`src/rtl/layer_pkg.sv`:
```
// Shared types and sizes for the VGA layer compositor: layer count, priority
// width, effects FSM states and the priority table layout.
package layer_pkg;

    localparam int LAYERS      = 8;
    localparam int PRIO_W      = 3;
    localparam int LAYER_IDX_W = $clog2(LAYERS);

    typedef enum logic [1:0] {IDLE, BLINK, FLASH} fx_state_t;

    typedef logic [LAYERS-1:0][PRIO_W-1:0] prio_tbl_t;
    typedef logic [LAYERS-1:0][7:0]        rgb_bus_t;

    // Power-up order: layer i has priority i, so layer 0 is on top.
    function automatic prio_tbl_t reset_prio();
        prio_tbl_t t;
        for (int i = 0; i < LAYERS; i++) t[i] = PRIO_W'(i);
        return t;
    endfunction

    // A config index is only valid when it names an existing layer.
    function automatic logic layer_ok(input logic [LAYER_IDX_W-1:0] idx);
        return {1'b0, idx} < (LAYER_IDX_W+1)'(LAYERS);
    endfunction

endpackage

```
`src/rtl/layer_sequencer_if.sv`:
```
// Pixel, configuration and effect-event signals of the layer sequencer.
// The master side feeds layers and config; the slave side is the compositor.
interface layer_sequencer_if;
    import layer_pkg::*;

    logic                   startOfFrame;
    logic [LAYERS-1:0]      layerDR;
    rgb_bus_t               layerRGB;
    logic [7:0]             backGroundRGB;
    logic                   cfgWrEn;
    logic [LAYER_IDX_W-1:0] cfgLayer;
    logic [PRIO_W-1:0]      cfgPrio;
    logic                   cfgEn;
    logic                   hitEvent;
    logic                   winEvent;
    logic [7:0]             RGBOut;
    logic [LAYER_IDX_W-1:0] selLayer;
    logic                   selValid;
    logic                   fxActive;

    modport master (
        output startOfFrame, layerDR, layerRGB, backGroundRGB,
               cfgWrEn, cfgLayer, cfgPrio, cfgEn, hitEvent, winEvent,
        input  RGBOut, selLayer, selValid, fxActive
    );

    modport slave (
        input  startOfFrame, layerDR, layerRGB, backGroundRGB,
               cfgWrEn, cfgLayer, cfgPrio, cfgEn, hitEvent, winEvent,
        output RGBOut, selLayer, selValid, fxActive
    );

endinterface

```
`src/rtl/layer_prio_select.sv`:
```
// Combinational winner finder: among candidate layers, the minimum priority
// value wins and equal priorities resolve to the lower layer index.
module layer_prio_select
    import layer_pkg::*;
(
    input  logic [LAYERS-1:0]      cand,
    input  prio_tbl_t              prio,
    output logic [LAYER_IDX_W-1:0] winIdx,
    output logic                   anyWin
);

    logic [PRIO_W-1:0] bestPrio;

    // NOTE: every always_comb output gets a default first so no path leaves it unassigned and infers a latch.
    always_comb begin
        winIdx   = '0;
        anyWin   = 1'b0;
        bestPrio = '1;
        // Strict '<' keeps the earlier (lower) index on a priority tie.
        for (int i = 0; i < LAYERS; i++) begin
            if (cand[i] && (!anyWin || prio[i] < bestPrio)) begin
                anyWin   = 1'b1;
                bestPrio = prio[i];
                winIdx   = LAYER_IDX_W'(i);
            end
        end
    end

endmodule

```
`src/rtl/layer_sequencer.sv`:
```
// Priority pixel compositor with frame-synchronous table swap and a
// blink/flash effects FSM; all outputs come from one register stage.
module layer_sequencer
    import layer_pkg::*;
#(
    parameter int          HIT_LAYER     = 0,
    parameter int          BLINK_FRAMES  = 4,
    parameter int          BLINK_TOGGLES = 6,
    parameter int          FLASH_FRAMES  = 30,
    parameter logic [7:0]  FLASH_RGB     = 8'hFF
) (
    input logic               clk,
    input logic               resetN,
    layer_sequencer_if.slave  bus
);

    localparam int MAX_BT  = (BLINK_FRAMES > BLINK_TOGGLES) ? BLINK_FRAMES : BLINK_TOGGLES;
    localparam int CNT_MAX = (FLASH_FRAMES > MAX_BT) ? FLASH_FRAMES : MAX_BT;
    localparam int CNT_W   = $clog2(CNT_MAX + 1);

    prio_tbl_t         shPrio, shPrioNxt, actPrio;
    logic [LAYERS-1:0] shEn, shEnNxt, actEn;

    fx_state_t         state, stateNxt;
    logic [CNT_W-1:0]  frameCnt, frameCntNxt, toggleCnt, toggleCntNxt;
    logic              hideHit, hideHitNxt, flashOn, flashOnNxt;

    logic [LAYERS-1:0]      hitMask, cand;
    logic [LAYER_IDX_W-1:0] winIdx;
    logic                   anyWin;
    logic [7:0]             rgbQ;
    logic [LAYER_IDX_W-1:0] selQ;
    logic                   validQ;

    // A write in the same clock as startOfFrame must land in the copy, so the
    // active tables load from the post-write shadow value.
    always_comb begin
        shPrioNxt = shPrio;
        shEnNxt   = shEn;
        if (bus.cfgWrEn && layer_ok(bus.cfgLayer)) begin
            shPrioNxt[bus.cfgLayer] = bus.cfgPrio;
            shEnNxt[bus.cfgLayer]   = bus.cfgEn;
        end
    end

    // NOTE: the tables are a handful of flops with defined power-up contents, so they sit on reset like any other state.
    always_ff @(posedge clk or negedge resetN) begin
        if (!resetN) begin
            shPrio  <= reset_prio();
            actPrio <= reset_prio();
            shEn    <= '1;
            actEn   <= '1;
        end else begin
            shPrio <= shPrioNxt;
            shEn   <= shEnNxt;
            if (bus.startOfFrame) begin
                actPrio <= shPrioNxt;
                actEn   <= shEnNxt;
            end
        end
    end

    // NOTE: sequential state uses non-blocking assignments so every flop samples pre-edge values.
    always_ff @(posedge clk or negedge resetN) begin
        if (!resetN) begin
            state     <= IDLE;
            frameCnt  <= '0;
            toggleCnt <= '0;
            hideHit   <= 1'b0;
            flashOn   <= 1'b0;
        end else begin
            state     <= stateNxt;
            frameCnt  <= frameCntNxt;
            toggleCnt <= toggleCntNxt;
            hideHit   <= hideHitNxt;
            flashOn   <= flashOnNxt;
        end
    end

    // Events outrank the frame tick, so an event on startOfFrame only loads entry values.
    always_comb begin
        stateNxt     = state;
        frameCntNxt  = frameCnt;
        toggleCntNxt = toggleCnt;
        hideHitNxt   = hideHit;
        flashOnNxt   = flashOn;
        case (state)
            IDLE: begin
                if (bus.winEvent) begin
                    stateNxt    = FLASH;
                    flashOnNxt  = 1'b1;
                    frameCntNxt = '0;
                end else if (bus.hitEvent) begin
                    stateNxt     = BLINK;
                    hideHitNxt   = 1'b1;
                    frameCntNxt  = '0;
                    toggleCntNxt = '0;
                end
            end
            BLINK: begin
                if (bus.winEvent) begin
                    stateNxt     = FLASH;
                    hideHitNxt   = 1'b0;
                    flashOnNxt   = 1'b1;
                    frameCntNxt  = '0;
                    toggleCntNxt = '0;
                end else if (bus.hitEvent) begin
                    hideHitNxt   = 1'b1;
                    frameCntNxt  = '0;
                    toggleCntNxt = '0;
                end else if (bus.startOfFrame) begin
                    if (frameCnt == CNT_W'(BLINK_FRAMES - 1)) begin
                        frameCntNxt  = '0;
                        hideHitNxt   = ~hideHit;
                        toggleCntNxt = toggleCnt + CNT_W'(1);
                        if (toggleCnt == CNT_W'(BLINK_TOGGLES - 1)) begin
                            stateNxt     = IDLE;
                            hideHitNxt   = 1'b0;
                            toggleCntNxt = '0;
                        end
                    end else begin
                        frameCntNxt = frameCnt + CNT_W'(1);
                    end
                end
            end
            FLASH: begin
                if (bus.startOfFrame) begin
                    if (frameCnt == CNT_W'(FLASH_FRAMES - 1)) begin
                        stateNxt    = IDLE;
                        flashOnNxt  = 1'b0;
                        frameCntNxt = '0;
                    end else begin
                        flashOnNxt  = ~flashOn;
                        frameCntNxt = frameCnt + CNT_W'(1);
                    end
                end
            end
            default: stateNxt = IDLE;
        endcase
    end

    assign hitMask = hideHit ? (LAYERS'(1) << HIT_LAYER) : '0;
    assign cand    = bus.layerDR & actEn & ~hitMask;

    layer_prio_select u_select (
        .cand   (cand),
        .prio   (actPrio),
        .winIdx (winIdx),
        .anyWin (anyWin)
    );

    // selLayer only moves when a layer actually wins.
    always_ff @(posedge clk or negedge resetN) begin
        if (!resetN) begin
            rgbQ   <= '0;
            selQ   <= '0;
            validQ <= 1'b0;
        end else if (flashOn) begin
            rgbQ   <= FLASH_RGB;
            validQ <= 1'b0;
        end else if (anyWin) begin
            rgbQ   <= bus.layerRGB[winIdx];
            selQ   <= winIdx;
            validQ <= 1'b1;
        end else begin
            rgbQ   <= bus.backGroundRGB;
            validQ <= 1'b0;
        end
    end

    assign bus.RGBOut   = rgbQ;
    assign bus.selLayer = selQ;
    assign bus.selValid = validQ;
    assign bus.fxActive = (state != IDLE);

endmodule

```
`src/flat_wrapper.sv`:
```
// flat-port wrapper written by rule: the top's interface ports become plain ports
module layer_sequencer_flat import layer_pkg::*;
#(
    parameter int          HIT_LAYER     = 0,
    parameter int          BLINK_FRAMES  = 4,
    parameter int          BLINK_TOGGLES = 6,
    parameter int          FLASH_FRAMES  = 30,
    parameter logic [7:0]  FLASH_RGB     = 8'hFF
)
  (clk, resetN, bus_startOfFrame, bus_layerDR, bus_layerRGB, bus_backGroundRGB, bus_cfgWrEn, bus_cfgLayer, bus_cfgPrio, bus_cfgEn, bus_hitEvent, bus_winEvent, bus_RGBOut, bus_selLayer, bus_selValid, bus_fxActive);
  layer_sequencer_if bus_i ();
  input logic clk;
  input logic resetN;
  input wire logic [$bits(bus_i.startOfFrame)-1:0] bus_startOfFrame;
  input wire logic [$bits(bus_i.layerDR)-1:0] bus_layerDR;
  input wire logic [$bits(bus_i.layerRGB)-1:0] bus_layerRGB;
  input wire logic [$bits(bus_i.backGroundRGB)-1:0] bus_backGroundRGB;
  input wire logic [$bits(bus_i.cfgWrEn)-1:0] bus_cfgWrEn;
  input wire logic [$bits(bus_i.cfgLayer)-1:0] bus_cfgLayer;
  input wire logic [$bits(bus_i.cfgPrio)-1:0] bus_cfgPrio;
  input wire logic [$bits(bus_i.cfgEn)-1:0] bus_cfgEn;
  input wire logic [$bits(bus_i.hitEvent)-1:0] bus_hitEvent;
  input wire logic [$bits(bus_i.winEvent)-1:0] bus_winEvent;
  output wire logic [$bits(bus_i.RGBOut)-1:0] bus_RGBOut;
  output wire logic [$bits(bus_i.selLayer)-1:0] bus_selLayer;
  output wire logic [$bits(bus_i.selValid)-1:0] bus_selValid;
  output wire logic [$bits(bus_i.fxActive)-1:0] bus_fxActive;
  assign bus_i.startOfFrame = bus_startOfFrame;
  assign bus_i.layerDR = bus_layerDR;
  assign bus_i.layerRGB = bus_layerRGB;
  assign bus_i.backGroundRGB = bus_backGroundRGB;
  assign bus_i.cfgWrEn = bus_cfgWrEn;
  assign bus_i.cfgLayer = bus_cfgLayer;
  assign bus_i.cfgPrio = bus_cfgPrio;
  assign bus_i.cfgEn = bus_cfgEn;
  assign bus_i.hitEvent = bus_hitEvent;
  assign bus_i.winEvent = bus_winEvent;
  assign bus_RGBOut = bus_i.RGBOut;
  assign bus_selLayer = bus_i.selLayer;
  assign bus_selValid = bus_i.selValid;
  assign bus_fxActive = bus_i.fxActive;
  layer_sequencer #(.HIT_LAYER(HIT_LAYER), .BLINK_FRAMES(BLINK_FRAMES), .BLINK_TOGGLES(BLINK_TOGGLES), .FLASH_FRAMES(FLASH_FRAMES), .FLASH_RGB(FLASH_RGB)) u_core (.clk(clk), .resetN(resetN), .bus(bus_i));
endmodule
```
`config.mk`:
```
export PLATFORM = sky130hd
export DESIGN_NAME = layer_sequencer_flat
export DESIGN_NICKNAME = d
export VERILOG_FILES = /design/src/rtl/layer_pkg.sv /design/src/rtl/layer_sequencer_if.sv /design/src/rtl/layer_prio_select.sv /design/src/rtl/layer_sequencer.sv /design/src/flat_wrapper.sv
export SDC_FILE = /design/constraint.sdc
export NUM_CORES = 1
export LEC_CHECK = 0
export ABC_AREA = 1
export CORE_MARGIN = 2
export CORE_UTILIZATION = 35
export CTS_CLUSTER_SIZE = 8
export DETAILED_ROUTE_END_ITERATION = 10
export PLACE_DENSITY = 0.56
export SLEW_MARGIN = 20
export SYNTH_ARGS = -nofsm -noshare
export SYNTH_HDL_FRONTEND = slang
export SYNTH_SLANG_ARGS = --single-unit
```
`constraint.sdc`:
```
create_clock -name clk -period 9.75 [get_ports clk]
set_input_delay 1.95 -clock clk [delete_from_list [all_inputs] [get_ports clk]]
set_output_delay 1.95 -clock clk [all_outputs]
set_load 0.01 [all_outputs]
```
==> key figures <==
Place
  • Post-detailed-placement cell area: 0.00674 sq mm
  • Total placed cells including tap cells: 1041
  • Gp weighted congestion: 0.906
  • Number of I/O port buffers: between 100 and 150
  • Post-detail-place hpwl: 10.8 mm

Floorplanning
  • Floorplan Core Area: around 0.015 sq mm
  • Die width: 129 microns
  • Row count: 45
  • Height of the die: 129 microns
  • Initial standard-cell utilization of the core: 0.360
  • Die area: 0.0168 sq mm
  • Boundary pin count: 106

STA
  • Total setup violations reported at the end of the flow: 0
  • Worst-case clock skew: 0.00811 ns
  • Transition at the pin with the smallest max-transition slack: approximately 0.98 ns
  • Hold violation count in the final report: 0
  • Min cycle time layout: 9.05 ns
  • Slew margin rel.: 0.346
  • Crit share post-route: 0.928
  • Final slew viol count: 0
  • Max Clk Rate: 111 MHz

GRT
  • Via count of the first global-routing pass: 5024
  • Wire length of the first global-routing pass: ~24 mm
  • Global route total overflow: 0
  • Pin count of the biggest net entering global routing: 83
  • Antenna violations before repair: 0
  • Total global-route track usage: 0.184

Route
  • Vias: 5045
  • Average vias per placed instance: 4.75
  • Routed length per placed instance: 14.1 microns
  • Remaining design rule violation count: 0
  • Post-Route WL: 15.0 mm
  • Iteration-0 DRC Markers: approximately 350
  • Number of search-and-repair iterations in the first detailed-routing pass: 4
  • Remaining antenna violation count after routing: 0

Clock network
  • Clock root buffer: clkbuf_16
  • Number of clock buffers inserted by TritonCTS: 9
  • Sinks on Clock Net: 90
  • Clock-pin slew of the registers on the worst-case setup and hold paths: 0.07 ns
  • CTS Buffer Depth: 2
  • Clock latency reported for the late side of the worst-skew pair: 0.35 ns
  • CTS HTree Levels: 3
  • Clock tree from TritonCTS: done

Synthesis
  • Summed instance area of the synthesized netlist: 0.00551 sq mm
  • Largest family of logic cells by synthesized area: simple AND/OR/NAND/NOR gates
  • Post-Synth Simple-Gate Area: 0.306
  • Synth Register Bits: 90
  • Multiplexer share of the synthesized area: 0.0368
  • Sequential area share after synthesis: 0.418
  • Share of the synthesized area in compound gates (AO/OA/AOI/OAI): 0.0865
  • Share of synthesized cell area in full adder, half adder and majority cells: 0.0386
  • Xor and xnor fraction of the mapped netlist area: 0.00477
  • Post-Syn Instances: 738
  • Post-Syn Area per Cell: 7.46 sq um
  • Post-synthesis cell type count: 35
  • Synth Net Count: 848
  • Synth warn: 0

Final layout
  • Layout Area Growth over Synthesis: 29.7%
  • Diodes inserted: 0
  • Post-layout net count: roughly 960
  • Commonest non-fill, non-tap cell in the layout: nand2_1
  • Final cell area excluding filler cells: 0.00714 sq mm
  • Post-layout instance count excluding filler cells: around 1100
  • Leading cell types in the layout, fill and taps excluded: nand2_1 (194), inv_1 (123), nand3_1 (112)
  • Share of post-route cells with drive strength above 1: 0.131

Worst setup path
  • Worst path top cell family by delay: simple AND/OR/NAND/NOR gates
  • Startpoint type of the worst setup path: primary input
  • Cell mode on critical path: nand2_1
  • Critical Path Max Stage Delay: 0.45 ns
  • Max FO, Critical Path: 22
  • Category of the most critical setup path: in2reg
  • Required time at the endpoint of the critical path: around 10 ns
  • Slowest library cell on the worst path: clkdlybuf4s50_1
  • Nature of the critical path endpoint: register
  • Critical path buffer and inverter count: 8
  • Data arrival at the endpoint of the critical path: slightly above 9 ns

Pwr
  • Internal Dissipation: 1000 uW
  • NetSw: 641 uW
  • Cell Pwr Density: 230 mW/mm^2
  • Clk network pwr share: 0.232
  • Combinational cell fraction of total power: 0.441
  • Leakage: 0.00354 uW
  • Switching power share of the total: 0.391
  • Sequential Power Share: 0.327
  • Worst VDD drop: 103 uV

Flow run
  • Reported max-cap violation count: 0

Status
  • Status: completed

Min path
  • Classification of the worst-slack hold path: reg2reg
## registers in the layout (all words and copies together) (netlist names)
name / cells
u_core.toggleCnt: 5
u_core.hideHit: 1
u_core.frameCnt: 5
u_core.state: 2
u_core.actPrio: 24
u_core.bus.selLayer: 3
u_core.shPrio: 24
u_core.bus.RGBOut: 8
u_core.flashOn: 1
u_core.shEn: 8
u_core.bus.selValid: 1
u_core.actEn: 8
## layer usage
metal | vias up | track usage | wire [microns]
met1 | 2342 | 0.255 | 7280
met3 | 26 | 0.0334 | 638
met2 | 112 | 0.283 | 6730
li1 | 2565 | - | -
met5 | - | 0 | 0
met4 | 0 | 0.0822 | 355
## Yosys cell counts (all sizes together)
cell type / number / share of area
a2111o: 1 / 0.0020
nor3: 3 / 0.0027
dfstp: 40 / 0.19
inv: 124 / 0.084
mux2: 18 / 0.037
o22ai: 2 / 0.0023
buf: 12 / 0.018
clkinv: 5 / 0.0034
nand2: 211 / 0.16
nor4: 2 / 0.0023
o21ai: 61 / 0.055
ha: 17 / 0.039
dfrtp: 50 / 0.23
xor2: 3 / 0.0048
nand3: 114 / 0.11
a31oi: 1 / 0.0011
nor3b: 1 / 0.0014
a22oi: 1 / 0.0014
a21oi: 23 / 0.023
o211ai: 1 / 0.0014
clkbuf: 5 / 0.0034
nor2: 40 / 0.029
nand4: 3 / 0.0034
## timing repair
action / in CTS / in global routing
hold buffers: 0 / 0
buffers inserted: 0 / 4
setup endpoints to repair: 0 / 11
resized for setup: 0 / 13
## final timing paths
kind	slack (ns)	to	start	cells past startpoint
min reg2reg	0.49	u_core.shPrio[2]$_DFF_PN0_	u_core.shPrio[2]$_DFF_PN0_	2
max reg2reg	2.23	u_core.bus.RGBOut[7]$_DFF_PN0_	u_core.actEn[0]$_DFFE_PN1P_	66
min	0.49	u_core.shPrio[2]$_DFF_PN0_	u_core.shPrio[2]$_DFF_PN0_	2
max in group asynchronous	7.41	u_core.frameCnt[2]$_DFFE_PN0P_	resetN	2
min in group asynchronous	1.41	u_core.actPrio[8]$_DFFE_PN0P_	resetN	1
max	0.70	u_core.bus.RGBOut[7]$_DFF_PN0_	bus_layerDR[0]	67
## cell type report
class	count	area [sq um]
repair buffers	113	1120
well taps	211	264
clock inverters	6	90.1
multi-input cells	504	2650
clock buffers	10	229
inverters	129	487
fillers	1541	8170
flip-flops and latches	90	2300
## cells by family (layout without fill, tap and decap cells)
family,count (synthesis),in the layout
buf+inv,146,258
simple gates,374,376
fa+ha+maj,17,17
flops,90,90
compound gates,90,90
xor+xnor,3,3
mux,18,18
## worst min-delay path, stage by stage, from the launching register on
cell and delay [ns]:
dfrtp_1 0.32, nand2_1 0.04, o21ai_0 0.09
## power groups by stage
stage               Sequential, uW  Combinational, uW  Clock (uW)
global placement               540                682           0
CTS                            536                698         390
floorplan                      531                501           0
detailed placement             542                696           0
finish                         537                724         380
global route                   549                823         406
## metrics by stage
step	util	power [uW]	hold WS, ns	setup TNS (ns)	worst slack (ns)
after floorplan	-	1030	0.453	0	1.27
after global placement	0.440	1220	0.473	0	0.146
after detailed placement	0.440	1240	0.483	-1.12	-0.181
after CTS	0.461	1620	0.500	0	0.183
after global routing	0.467	1780	0.529	-0.00172	-0.00172
final	0.467	1640	0.495	0	0.701
Power figures use the tool's default switching activity.
